File: config.mk
export PLATFORM = sky130hd
export DESIGN_NAME = rr_bus_arbiter
export DESIGN_NICKNAME = d
export VERILOG_FILES = /design/src/rtl/bus_pkg.sv /design/src/rtl/bus_master_chan.sv /design/src/rtl/rr_bus_arbiter.sv
export SDC_FILE = /design/constraint.sdc
export NUM_CORES = 1
export LEC_CHECK = 0
export CAP_MARGIN = 5
export CORE_MARGIN = 4
export CORE_UTILIZATION = 51
export DETAILED_ROUTE_END_ITERATION = 8
export HOLD_SLACK_MARGIN = 0.05
export MAX_ROUTING_LAYER = met4
export PLACE_DENSITY = 0.82
export SYNTH_ARGS = -nofsm -noshare
export SYNTH_HDL_FRONTEND = slang
export SYNTH_SLANG_ARGS = --single-unit
File: constraint.sdc
create_clock -name clk -period 2.87 [get_ports clk]
set_input_delay 0.4305 -clock clk [delete_from_list [all_inputs] [get_ports clk]]
set_output_delay 0.4305 -clock clk [all_outputs]
set_load 0.03 [all_outputs]
File: src/rtl/bus_pkg.sv
// Shared definitions for the round-robin bus arbiter: FSM encoding,
// parameter limits and the index-width helper.
package bus_pkg;

  localparam logic [0:0] ST_IDLE  = 1'b0;
  localparam logic [0:0] ST_GRANT = 1'b1;

  localparam int N_MASTERS_MIN   = 2;
  localparam int N_MASTERS_MAX   = 8;
  localparam int DATA_W_MIN      = 1;
  localparam int DATA_W_MAX      = 8;
  localparam int HOLD_CYCLES_MIN = 1;
  localparam int HOLD_CYCLES_MAX = 15;

  // Index width for n items, never below one bit.
  function automatic int clog2_w(input int n);
    int w;
    w = 1;
    while ((1 << w) < n) w = w + 1;
    return w;
  endfunction

endpackage

File: src/rtl/bus_master_chan.sv
// One master channel: rising-edge request detect plus the pending flag and
// the captured data word.
module bus_master_chan #(
  parameter int DATA_W = 2
) (
  input  logic              clk,
  input  logic              reset,
  input  logic              req,
  input  logic [DATA_W-1:0] data,
  input  logic              clr,
  output logic              pending,
  output logic [DATA_W-1:0] word
);

  logic req_d_r;
  logic edge_s;

  assign edge_s = req & ~req_d_r;

  // A new edge beats a same-cycle grant clear; edges while pending are dropped.
  always_ff @(posedge clk or negedge reset) begin
    if (!reset) begin
      req_d_r <= 1'b0;
      pending <= 1'b0;
      word    <= '0;
    end else begin
      req_d_r <= req;
      if (edge_s && (!pending || clr)) begin
        pending <= 1'b1;
        word    <= data;
      end else if (clr) begin
        pending <= 1'b0;
      end
    end
  end

endmodule

File: src/rtl/rr_bus_arbiter.sv
// N-master bus front-end and arbiter: grants one pending channel at a time
// (rotating or fixed priority) onto a registered shared output.
module rr_bus_arbiter
  import bus_pkg::*;
#(
  parameter int N_MASTERS   = 3,
  parameter int DATA_W      = 2,
  parameter int HOLD_CYCLES = 1,
  parameter int ROUND_ROBIN = 1
) (
  input  logic                            clk,
  input  logic                            reset,
  input  logic [N_MASTERS-1:0]            req_in,
  input  logic [N_MASTERS*DATA_W-1:0]     data_in,
  output logic [N_MASTERS-1:0]            ack,
  output logic [N_MASTERS-1:0]            busy,
  output logic [DATA_W-1:0]               data_out,
  output logic [clog2_w(N_MASTERS)-1:0]   grant_id,
  output logic                            data_valid
);

  localparam int ID_W = clog2_w(N_MASTERS);
  localparam int IW1  = ID_W + 1;

  logic [N_MASTERS-1:0] pending_s;
  logic [N_MASTERS-1:0] clr_s;
  logic [N_MASTERS-1:0] onehot_s;
  logic [DATA_W-1:0]    word_s [N_MASTERS];
  logic [0:0]           state_r;
  logic [ID_W-1:0]      ptr_r;
  logic [3:0]           cnt_r;
  logic [ID_W-1:0]      win_s;
  logic                 found_s;
  logic [IW1-1:0]       idx_s;

  for (genvar i = 0; i < N_MASTERS; i++) begin : g_chan
    bus_master_chan #(.DATA_W(DATA_W)) u_chan (
      .clk     (clk),
      .reset   (reset),
      .req     (req_in[i]),
      .data    (data_in[i*DATA_W +: DATA_W]),
      .clr     (clr_s[i]),
      .pending (pending_s[i]),
      .word    (word_s[i])
    );
  end

  assign busy = pending_s;

  // Winner search: first pending index from the pointer, wrapping cyclically.
  always_comb begin
    win_s   = '0;
    found_s = 1'b0;
    idx_s   = '0;
    for (int off = 0; off < N_MASTERS; off++) begin
      if (ROUND_ROBIN != 0) begin
        idx_s = {1'b0, ptr_r} + IW1'(off);
      end else begin
        idx_s = IW1'(off);
      end
      if (idx_s >= IW1'(N_MASTERS)) begin
        idx_s = idx_s - IW1'(N_MASTERS);
      end else begin
        idx_s = idx_s;
      end
      if (!found_s && pending_s[idx_s[ID_W-1:0]]) begin
        found_s = 1'b1;
        win_s   = idx_s[ID_W-1:0];
      end else begin
        found_s = found_s;
      end
    end
  end

  assign onehot_s = {{(N_MASTERS-1){1'b0}}, 1'b1} << win_s;

  // Grant-side clear of the winning channel's pending flag.
  always_comb begin
    clr_s = '0;
    if (state_r == ST_IDLE && found_s) begin
      clr_s = onehot_s;
    end else begin
      clr_s = '0;
    end
  end

  // Arbiter FSM with hold counter, priority pointer and registered bus outputs.
  always_ff @(posedge clk or negedge reset) begin
    if (!reset) begin
      state_r    <= ST_IDLE;
      ptr_r      <= '0;
      cnt_r      <= 4'd0;
      ack        <= '0;
      data_valid <= 1'b0;
      data_out   <= '0;
      grant_id   <= '0;
    end else begin
      case (state_r)
        ST_IDLE: begin
          if (found_s) begin
            ack        <= onehot_s;
            data_valid <= 1'b1;
            data_out   <= word_s[win_s];
            grant_id   <= win_s;
            cnt_r      <= 4'(HOLD_CYCLES - 1);
            state_r    <= ST_GRANT;
            if (ROUND_ROBIN != 0) begin
              ptr_r <= (win_s == ID_W'(N_MASTERS - 1)) ? '0 : win_s + ID_W'(1);
            end else begin
              ptr_r <= '0;
            end
          end else begin
            ack        <= '0;
            data_valid <= 1'b0;
          end
        end
        ST_GRANT: begin
          ack        <= '0;
          data_valid <= 1'b0;
          if (cnt_r == 4'd0) begin
            state_r <= ST_IDLE;
          end else begin
            cnt_r <= cnt_r - 4'd1;
          end
        end
        default: begin
          state_r    <= ST_IDLE;
          ack        <= '0;
          data_valid <= 1'b0;
        end
      endcase
    end
  end

endmodule

==> results by stage, run 1 <==
Floorplanning:
- The floorplan has 18 rows.
- The initial utilization of the core area, before any placement, comes to 53.2%.
- The area of the placeable core is around 2500 um2.
- The area of the die is approximately 3400 um2.
- The die is just under 60 um wide.
- The number of top-level pins is 22.
- The die height is just under 60 um.

STA:
- Setup repair after global routing left no endpoint under its margin.
- The final-report setup violation count is 0.
- The achievable frequency is ~0.4 GHz.
- Between clock sinks in the finished design, the worst skew comes to 0.00160 ns.
- The fraction of the cycle the final worst path needs is slightly below 90%.
- The count of final hold-check violations is 0.
- The relative max-transition margin is 69.9%.
- The total count of max-transition violations in the final report is 0.
- At the pin with the least slew margin, the transition time is around 0.45 ns.
- The post-route minimum period is ~2.5 ns.
- The setup TNS after final layout is 0 ns.

Cells and area:
- The number of antenna diodes is 0.
- The area growth from synthesis to final layout is 20.4%.
- For this run, the post-layout net count is 160.
- The share of final-layout standard cells stronger than drive strength 1 is a little under an eighth.
- Leaving out filler cells and counting taps, the final layout contains 173.
- The final instance area is roughly 1600 um2.
- For this run, the share of the core covered by cells in the final layout is 64.1%.
- The number of fill cells in the layout is between 150 and 200.

Clocking:
- The clock passes through at most 2 buffers.
- Clock-pin slew was measured on the worst setup and hold paths at about 0.15 ns.
- The number of hold buffers added after CTS was 0.
- The number of instances resized during post-cts repair is 0.
- The number of clock sinks is 27.
- The number of buffers inserted during clock tree synthesis is 3.
- The master cell of the clock root buffer is clkbuf_4.
- TritonCTS built the clock tree.
- The total number of H-tree levels is 1.
- The number of buffers inserted to repair setup after CTS is 0.
- The clock insertion delay at the later pin of the skew report is 0.34 ns.

Synthesis:
- The count of unique library cells instantiated by Yosys is 38.
- The mean instance size in the synthesized netlist is about 11 um2.
- The synthesized cell area is ~1300 um2.
- The gate count after technology mapping is 119.
- The post-synth net total is approximately 140.
- The total number of yosys warnings is 0.
- After synthesis the netlist holds a flip-flop and latch count of 27.
- Sequential cells were found to cover 51.7% of the synthesized design area.

GRT:
- The total congestion overflow after global routing is 0.
- The number of global-route vias before repair is 968.
- The pin count of the biggest net entering global routing is 28.
- Across every metal layer, demand over resource in global routing totals 16.9%.
- The number of antenna violations at the first check in global routing came to 0.
- The wire length of the first global-routing pass is about 4.3 mm.

Power and ir drop:
- Across the VDD grid, the largest voltage drop is 657 uV.
- The overall power of the completed layout is approximately 2000 uW.
- Dividing total power by cell area gives a power density of about 1300 nW/um2.
- In this run the static leakage power is slightly above 0.0007 uW.

Placed design:
- Detailed placement ended at an HPWL of roughly 1.9 mm.
- Input and output buffers added on the ports amount to 21.
- The placer's final routability congestion estimate is 0.947.
- The number of placed instances, taps included is approximately 170.
- Once placement finished, the instance area stood at around 1500 um2.

Detailed routing:
- Detailed routing inserted a total of between 900 and 1,000 vias.
- In this run, the number of DRC markers left after iteration 0 of detailed routing was 34.
- The per-cell via count in the routed design is between 5 and 6.
- The number of optimization iterations in the first detailed-route pass is 4.
- In the final routed layout, each cell accounts on average for between 10 and 15 um.
- For this block, the routed nets add up to between 2 and 3 mm of wire.
- For this run, design rule violations remaining after detail routing come to 0.
- In this run the remaining antenna-violating nets after routing total 0.

Hold path:
- The path class of the tightest hold or removal check is primary input to asynchronous set/reset pin.

Critical path:
- The worst-path maximum fanout is 6.
- STA puts the critical path data required time at around 3.1 ns.
- The critical path class is register to register.
- The category of the worst setup path capture point is a register.
- The arrival time at the worst endpoint is 2.74 ns.
- The worst setup path is launched from a register.

Outcome:
- The run finished with clean final reports.

Flow run:
- The count of maximum capacitance violations is 0.
through the flow:
step	worst slack, ns	hold WS, ns
2_1_floorplan	0.548	0.135
3_3_place_gp	0.435	0.449
3_5_place_dp	0.393	0.464
4_1_cts	0.358	0.449
5_1_grt	0.175	0.452
6_report	0.369	0.436
report_power, final:
part	leakage, uW	switching (uW)	total (uW)	internal (uW)
Sequential	0.000331	95.5	619	524
Clock	0.0000139	122	176	53.5
Combinational	0.000362	692	1220	530
layer usage:
layer / wire length (um) / vias to the layer above / global-route usage, %
met2: 1230 / 20 / 27.9
met5: 0 / - / -
met1: 1140 / 469 / 20.4
li1: - / 456 / -
met3: 93 / 6 / 1.97
met4: 50 / 0 / 8.41
cell families after synthesis:
family          count (synthesis)  share of synthesized area [%]
xor+xnor                        1                          0.671
mux                            11                           9.39
fa+ha+maj                       5                           4.79
flops                          27                           51.7
compound gates                 27                           14.6
buf+inv                        14                           5.46
simple gates                   34                           13.4
flip-flops by register name (all words and copies together) (netlist names):
name and cells:
ack 3, data_out 2, g_chan.u_chan.pending 3, ptr_r 2, g_chan.u_chan.req_d_r 3, data_valid 1, grant_id 2, g_chan.u_chan.word 6
cnt_r 4, state_r 1
layout by cell type, fill, tap and decap left out, drive strengths merged, types with 3 or more instances in the layout:
| cell | instances |
|---|---|
| dfrtp | 27 |
| clkdlybuf4s50 | 21 |
| nand2 | 11 |
| inv | 10 |
| o21ai | 9 |
| mux2 | 7 |
| nor2 | 6 |
| ha | 5 |
| mux2i | 4 |
| or2 | 4 |
| nand2b | 3 |
| clkbuf | 3 |
| buf | 3 |
final cells by class:
cell class | count | area (um2) | share of cell area (%)
clock buffers | 3 | 22.5 | 1.43
clock inverters | 1 | 7.51 | 0.477
inverters | 10 | 37.5 | 2.39
multi-input cells | 78 | 559 | 35.6
flip-flops and latches | 27 | 676 | 43.0
well taps | 30 | 37.5 | 2.39
repair buffers | 24 | 233 | 14.8
critical path, cell delays in order, from the launching register on:
cell and delay, ns:
dfrtp_1 0.44, inv_1 0.10, ha_1 0.30, mux2i_1 0.32, o21ai_0 0.17, and2b_1 0.22
o41ai_1 0.39, nand2_1 0.14, mux2_1 0.32
cells in the mapped netlist (all sizes together):
cell type / n / area [um2]
nand3: 2 / 10.0
ha: 5 / 62.6
a41oi: 1 / 8.76
and2b: 1 / 7.51
or2b: 1 / 7.51
o22ai: 1 / 6.26
mux2: 7 / 82.6
nor2: 6 / 22.5
o31ai: 2 / 20.0
a211oi: 1 / 7.51
o41ai: 1 / 8.76
inv: 10 / 37.5
mux2i: 4 / 40.0
nor4: 1 / 6.26
a21oi: 2 / 10.0
o21ai: 9 / 45.0
nand2: 11 / 41.3
nor2b: 2 / 12.5
dfrtp: 27 / 676
or2: 4 / 25.0
o21a: 2 / 15.0
buf: 4 / 33.8
a21boi: 1 / 7.51
a22oi: 2 / 15.0
nand3b: 2 / 15.0
nand2b: 3 / 18.8
a31oi: 1 / 6.26
o221ai: 1 / 8.76
o2bb2ai: 2 / 23.8
and3b: 1 / 8.76
xnor2: 1 / 8.76
o211ai: 1 / 7.51
final timing paths:
kind | startpoint | cells past startpoint | endpoint | slack, ns
worst min-delay path | reset | 2 | cnt_r[1] | 0.44
max in group asynchronous | reset | 2 | g_chan[0].u_chan.pending | 2.20
min in group clk | g_chan[0].u_chan.req_d_r | 1 | g_chan[0].u_chan.pending | 0.47
worst max register to register | ptr_r[1] | 8 | g_chan[1].u_chan.word[0] | 0.37
worst min register to register | g_chan[0].u_chan.req_d_r | 1 | g_chan[0].u_chan.pending | 0.47
worst max-delay path | ptr_r[1] | 8 | g_chan[1].u_chan.word[0] | 0.37
Note: power is estimated with default switching activity, not from simulation.
==> run 2, diff against run 1 <==
--- a/config.mk
+++ b/config.mk
@@ -9,7 +9,7 @@
 export CORE_MARGIN = 4
 export CORE_UTILIZATION = 51
 export DETAILED_ROUTE_END_ITERATION = 8
-export HOLD_SLACK_MARGIN = 0.05
+export HOLD_SLACK_MARGIN = 0.03
 export MAX_ROUTING_LAYER = met4
 export PLACE_DENSITY = 0.82
 export SYNTH_ARGS = -nofsm -noshare
==> results of run 2 <==
The final DEF is identical to that of run 1; final timing and power are the same.
